<file path="src/rtl/pipelined_array_divider.sv">
// Restoring array divider, one quotient bit resolved per stage.
// The last stage is the registered output stage; it holds its result through bubbles and stalls.
module pipelined_array_divider #(
  parameter int unsigned DW = 8,
  parameter int unsigned VW = 4
) (
  input  logic          clk,
  input  logic          rst,
  input  logic          en,
  input  logic          in_valid,
  input  logic [DW-1:0] dividend,
  input  logic [VW-1:0] divisor,
  output logic          out_valid,
  output logic [DW-1:0] quotient,
  output logic [VW-1:0] remainder,
  output logic          div_by_zero
);

  localparam int unsigned RW = VW + 1;
  localparam int unsigned TW = VW + 2;
  localparam int unsigned NS = DW - 1;

  // Intermediate stage registers; stage DW-1 is the output register set.
  logic          vld_q [NS];
  logic [RW-1:0] rem_q [NS];
  logic [DW-1:0] dvd_q [NS];
  logic [DW-1:0] quo_q [NS];
  logic [VW-1:0] dvs_q [NS];
  logic          dz_q  [NS];

  // Per-stage operands (from input or previous stage) and next-state values.
  logic          src_vld [DW];
  logic [RW-1:0] src_rem [DW];
  logic [DW-1:0] src_dvd [DW];
  logic [DW-1:0] src_quo [DW];
  logic [VW-1:0] src_dvs [DW];
  logic          src_dz  [DW];
  logic [RW-1:0] nxt_rem [DW];
  logic [DW-1:0] nxt_dvd [DW];
  logic [DW-1:0] nxt_quo [DW];
  logic [RW-1:0] shifted;
  logic [TW-1:0] trial;

  always_comb begin
    shifted = '0;
    trial   = '0;
    src_vld[0] = in_valid;
    src_rem[0] = '0;
    src_dvd[0] = dividend;
    src_quo[0] = '0;
    src_dvs[0] = divisor;
    src_dz[0]  = (divisor == VW'(0));
    for (int k = 1; k < DW; k++) begin
      src_vld[k] = vld_q[k-1];
      src_rem[k] = rem_q[k-1];
      src_dvd[k] = dvd_q[k-1];
      src_quo[k] = quo_q[k-1];
      src_dvs[k] = dvs_q[k-1];
      src_dz[k]  = dz_q[k-1];
    end
    for (int k = 0; k < DW; k++) begin
      // Shift in the next dividend bit and trial-subtract; restore on borrow.
      shifted = {src_rem[k][VW-1:0], src_dvd[k][DW-1]};
      trial   = {1'b0, shifted} - {2'b00, src_dvs[k]};
      if (trial[TW-1]) begin
        nxt_rem[k] = shifted;
        nxt_quo[k] = {src_quo[k][DW-2:0], 1'b0};
      end else begin
        nxt_rem[k] = trial[RW-1:0];
        nxt_quo[k] = {src_quo[k][DW-2:0], 1'b1};
      end
      nxt_dvd[k] = {src_dvd[k][DW-2:0], 1'b0};
    end
  end

  // Intermediate stages: data may carry don't-cares under bubbles.
  always_ff @(posedge clk) begin
    if (!rst) begin
      for (int k = 0; k < NS; k++) begin
        vld_q[k] <= 1'b0;
        rem_q[k] <= '0;
        dvd_q[k] <= '0;
        quo_q[k] <= '0;
        dvs_q[k] <= '0;
        dz_q[k]  <= 1'b0;
      end
    end else if (en) begin
      for (int k = 0; k < NS; k++) begin
        vld_q[k] <= src_vld[k];
        rem_q[k] <= nxt_rem[k];
        dvd_q[k] <= nxt_dvd[k];
        quo_q[k] <= nxt_quo[k];
        dvs_q[k] <= src_dvs[k];
        dz_q[k]  <= src_dz[k];
      end
    end
  end

  // Output stage: result fields only load on a valid operation.
  always_ff @(posedge clk) begin
    if (!rst) begin
      out_valid   <= 1'b0;
      quotient    <= '0;
      remainder   <= '0;
      div_by_zero <= 1'b0;
    end else if (en) begin
      out_valid <= src_vld[DW-1];
      if (src_vld[DW-1]) begin
        div_by_zero <= src_dz[DW-1];
        if (src_dz[DW-1]) begin
          quotient  <= '1;
          remainder <= '0;
        end else begin
          quotient  <= nxt_quo[DW-1];
          remainder <= nxt_rem[DW-1][VW-1:0];
        end
      end
    end
  end

endmodule

</file>
<file path="config.mk">
export PLATFORM = sky130hd
export DESIGN_NAME = pipelined_array_divider
export DESIGN_NICKNAME = d
export VERILOG_FILES = /design/src/rtl/pipelined_array_divider.sv
export SDC_FILE = /design/constraint.sdc
export NUM_CORES = 1
export LEC_CHECK = 0
export BUFFER_PORTS_ARGS = -buffer_cell sky130_fd_sc_hd__buf_2
export CAP_MARGIN = 20
export CORE_MARGIN = 2
export CORE_UTILIZATION = 40
export CTS_CLUSTER_DIAMETER = 50
export CTS_CLUSTER_SIZE = 10
export DETAILED_ROUTE_END_ITERATION = 6
export PLACE_DENSITY_LB_ADDON = 0.12
export SLEW_MARGIN = 20
export SYNTH_ARGS = -nofsm -noshare
export SYNTH_HDL_FRONTEND = slang
export SYNTH_SLANG_ARGS = --single-unit
export TNS_END_PERCENT = 30
</file>
<file path="constraint.sdc">
create_clock -name clk -period 4.8 [get_ports clk]
set_clock_uncertainty 0.15 [all_clocks]
set_input_delay 0.24 -clock clk [delete_from_list [all_inputs] [get_ports clk]]
set_output_delay 0.24 -clock clk [all_outputs]
set_load 0.01 [all_outputs]
</file>
* After elaboration in Yosys (flattened, before gate mapping)
Memory sizes are Yosys's and may differ from the RTL's. Cells that the tools add are included.
Word-level totals: bits in registers 14, bits in writable memories 182, bits of input ports 16, output and inout bits 14, word-level logic and storage cells 126, memories 6
Memories:
- quo_q | depth 7, bits a word 8, read ports 7, clocked after Yosys merged registers in 0, wr ports 7, RTL line 27 | logic [DW-1:0] quo_q [NS];
- dvd_q | depth 7, bits a word 7, read ports 7, clocked after Yosys merged registers in 0, wr ports 7, RTL line 26 | logic [DW-1:0] dvd_q [NS];
- rem_q | depth 7, bits a word 5, read ports 7, clocked after Yosys merged registers in 0, wr ports 7, RTL line 25 | logic [RW-1:0] rem_q [NS];
- dvs_q | depth 7, bits a word 4, read ports 7, clocked after Yosys merged registers in 0, wr ports 7, RTL line 28 | logic [VW-1:0] dvs_q [NS];
- dz_q | depth 7, bits a word 1, read ports 7, clocked after Yosys merged registers in 0, wr ports 7, RTL line 29 | logic dz_q [NS];
- vld_q | depth 7, bits a word 1, read ports 7, clocked after Yosys merged registers in 0, wr ports 7, RTL line 24 | logic vld_q [NS];
Cells by class: reductions and logical operators 2, $add $sub $neg 8, mux-type cells 64, bitwise operators 42
Operators with widths (number):
- 5-bit 2-to-1 mux | 14
- 8-bit 2-to-1 mux | 8
- 7-bit 2-to-1 mux | 7
- 1-bit OR | 42
- 5-bit by 4-bit subtractor with 6-bit output | 7
- 4-bit 2-to-1 mux | 9
- 1-bit 2-to-1 mux | 26
- 1-bit by 4-bit subtractor with 5-bit output | 1
- 4-bit zero test | 1
- 2-bit AND reduction | 1

* Longest topological paths before layout
depth after elaboration 4, mapped depth 7, mapped depth without buffers 7

* Worst setup path before layout
No wires, ideal clock.
path type in2reg, from in en, to mem dvd_q[0][0] in the netlist's numbering (enable), library setup time 0.495 ns, buffers on the path 1, required time 4.155 ns, stages on the path 2, path slack 0.845 ns, arrival 3.310 ns, path through buf_2 -> nand2b_1
RTL lines:
- start: declaration | RTL line 9 | input logic en,
- end: declaration | RTL line 26

==> run_results.csv <==
group,metric,value,unit
synth,synth_seq_area_share,0.6144,
cts,clock_latency,420,ps
global_routing,grt_util_met1,0.1611,
worst_setup_path,worstPathCellList,"ha_1, nor2b_1, o31a_1, o31ai_1, a21oi_1",
cts,cts-root-buf,"clkbuf_16",
outcome,status,"finished clean",
floorplanning,ios,30,
worst_setup_path,cp-start-kind,"flop",
global_routing,met3_usage,0.03420,
sta,maxSlewViolCount,0,
global_routing,overflow,0,
synth,synthTopCellsByArea,"edfxtp_1 (54%), dfxtp_1 (7.4%), ha_1 (5.8%)",
synth,synth_top_cell_area_share,0.5400,
worst_setup_path,crit_path_max_fanout,6,
worst_setup_path,slowest_stage,"edfxtp_1",
global_routing,grt-busiest-layer,"met2",
route,wl_per_cell,13.91,um
synth,synth_common_cells,"edfxtp_1 (116), and3_1 (52), nor2_1 (48)",
final_layout,n_fill_cell,1448,
synth,yosysMostFrequentCell,"edfxtp_1",
synth,synth.distinct_cells,43,
final_layout,n_antenna_cell,0,
route,drcViolationCount,0,
floorplanning,start_util,0.4076,
synth,synth_area,0.006451,mm^2
global_routing,antenna_found_initial,0,
synth,synth_edf_count,116,
sta,setup_viol,0,
cts,clk_pin_slew_worst_paths,60,ps
pwr,pwr_density_cell,408.5,mW/mm^2
floorplanning,die_width,131.0,um
cts,htreeDepth,4,
sta,period_minus_slack,1976,ps
final_layout,area_delta_synth_final,15.87,%
sta,whs,12.71,ps
pwr,ir_worst_vdd,0.2485,mV
cts,clock_tree.buffer_depth,2,
pwr,p_total,3054,uW
synth,yosysWarnings,0,
placement,place_congestion,0.7788,
route,drt_pre_antenna_iters,6,
placement,portBuffers,29,
cts,numCtsBuffers,17,
worst_hold_path,worstHoldPathType,"input pin to flop",
synth,avgSynthCellArea,12.50,um^2
sta,slew-limit-headroom,0.5591,
floorplanning,coreArea,0.01583,mm^2
synth,async_flop_share,0,
pwr,total_leakage_power,0.003060,uW
sta,finalCritPeriodShare,0.4116,
final_layout,final_layout_size_suffix_gt1_frac,0.1320,
synth,yosysTopAreaCell,"edfxtp_1",
sta,finalHoldViolations,0,
floorplanning,die_y,131.0,um
run,maxCapViolCount,0,
sta,fmax,0.5062,GHz
global_routing,grt_start_max_net_pins,67,
cts,cts_tree,"built",
sta,tns,0,ps
global_routing,grt_pass1_wl,18.25,mm
worst_setup_path,required,4790,ps
synth,syn_nets,569,
synth,ys_ff_latch,140,
cts,cts_sinks,140,
synth,synthCells,516,
route,detail-route-antenna-nets,0,
worst_setup_path,critPathKind,"flop to flop",
route,vias_per_cell,5.077,
floorplanning,num_rows,46,
sta,rsz0062_at_grt,"no",
route,routed_wl,10.90,mm
global_routing,grtUsageTotal,0.1377,
worst_setup_path,slowest_delay,450,ps
floorplanning,die_area,0.01716,mm^2
global_routing,grt_pass1_vias,4006,
worst_setup_path,crit_path_end_kind,"flop",
synth,ys.flop_type,"edfxtp_1",
final_layout,nets,608,
sta,tightest_slew,661.4,ps
route,vias,3980,
worst_setup_path,worstPathArrival,1960,ps
route,drt_first_iter_violations,173,
global_routing,use_met2,0.2329,
placement,dp_hpwl,6.921,mm
==> cells by family after synthesis <==
kind of cell	share of synthesized area
multiplexers	0.01396
other	0.0005813
buffers and inverters	0.03859
XOR/XNOR	0.009504
adder cells (fa/ha/maj)	0.07991
AO/OA/AOI/OAI	0.06749
flip-flops	0.6144
AND/OR/NAND/NOR	0.1755
==> through the flow <==
| step | cell area [um^2] | util | instances | worst slack [ps] |
|---|---|---|---|---|
| CTS | 7475 | 0.4723 | 784 | 2823 |
| finish | 7475 | 0.4723 | 784 | 2824 |
| detailed placement | 6825 | 0.4312 | 742 | 2515 |
| global placement | 6805 | 0.4300 | 741 | 2220 |
| floorplan | 6451 | - | 516 | 845.0 |
| global route | 7475 | 0.4723 | 784 | 2707 |
==> critical path, delay by kind of cell (launching register included) <==
family	cells	cell delay [ps]
adder cells (fa/ha/maj)	1	320
AO/OA/AOI/OAI	3	640
AND/OR/NAND/NOR	1	140
flip-flops	1	450
==> layout make-up <==
cell class	count	area (um^2)	share of cell area
clock inverter	14	120.1	0.01607
clock buffer	18	429.2	0.05742
timing repair buffer	44	295.3	0.03950
tap	216	270.3	0.03616
inverter	40	150.1	0.02009
multi-input combinational	312	2246	0.3005
sequential	140	3964	0.5303
==> registers in the layout, indices dropped and copies added (netlist names) <==
register,count
dvd_q,28
dvs_q,28
quo_q,28
rem_q,28
quotient,8
dz_q,7
vld_q,7
remainder,4
div_by_zero,1
out_valid,1
==> final timing paths <==
path,start,endpoint,slack [ps],cells past startpoint
setup / recovery,rem_q[0][0]$_SDFFCE_PN0P_,rem_q[1][1]$_SDFFCE_PN0P_,2820,5
hold / removal,divisor[0],dz_q[0]$_DFF_P_,10,4
setup reg to reg,rem_q[0][0]$_SDFFCE_PN0P_,rem_q[1][1]$_SDFFCE_PN0P_,2820,5
hold reg to reg,remainder[3]$_SDFFE_PN0P_,remainder[3]$_SDFFE_PN0P_,310,2
==> report_power, final <==
part / internal, uW / switching [uW] / leakage, uW / total (uW)
registers: 1420 / 43.1 / 0.00147 / 1460
clock network: 711 / 493 / 0.000266 / 1200
logic: 173 / 218 / 0.00132 / 391
==> what timing repair did <==
action	CTS	global route
hold endpoints to repair	10	0
resized for setup	0	0
hold buffers	10	0
setup buffers	0	0
==> cell usage in the layout, fill, tap and decap left out, drive strengths merged, types with 8 or more instances in the layout <==
cell type | Yosys | routed
inv | 39 | 41
nor2 | 48 | 48
a211oi | 11 | 11
and3 | 52 | 52
mux2i | 9 | 9
dfxtp | 24 | 24
nand2b | 8 | 8
dlygate4sd3 | 0 | 10
ha | 30 | 30
buf | 6 | 34
nor4 | 15 | 15
nor2b | 12 | 12
a21oi | 11 | 11
clkbuf | 18 | 18
nor3 | 21 | 21
and2 | 12 | 12
o21ai | 13 | 13
clkinv | 1 | 10
edfxtp | 116 | 116
==> routing by layer <==
layer / wire (um) / vias to the layer above
met5: 0 / -
met2: 5480 / 49
met1: 4965 / 1929
met4: 250 / 0
li1: - / 1983
met3: 205 / 19
(Power assumes the default switching activity.)
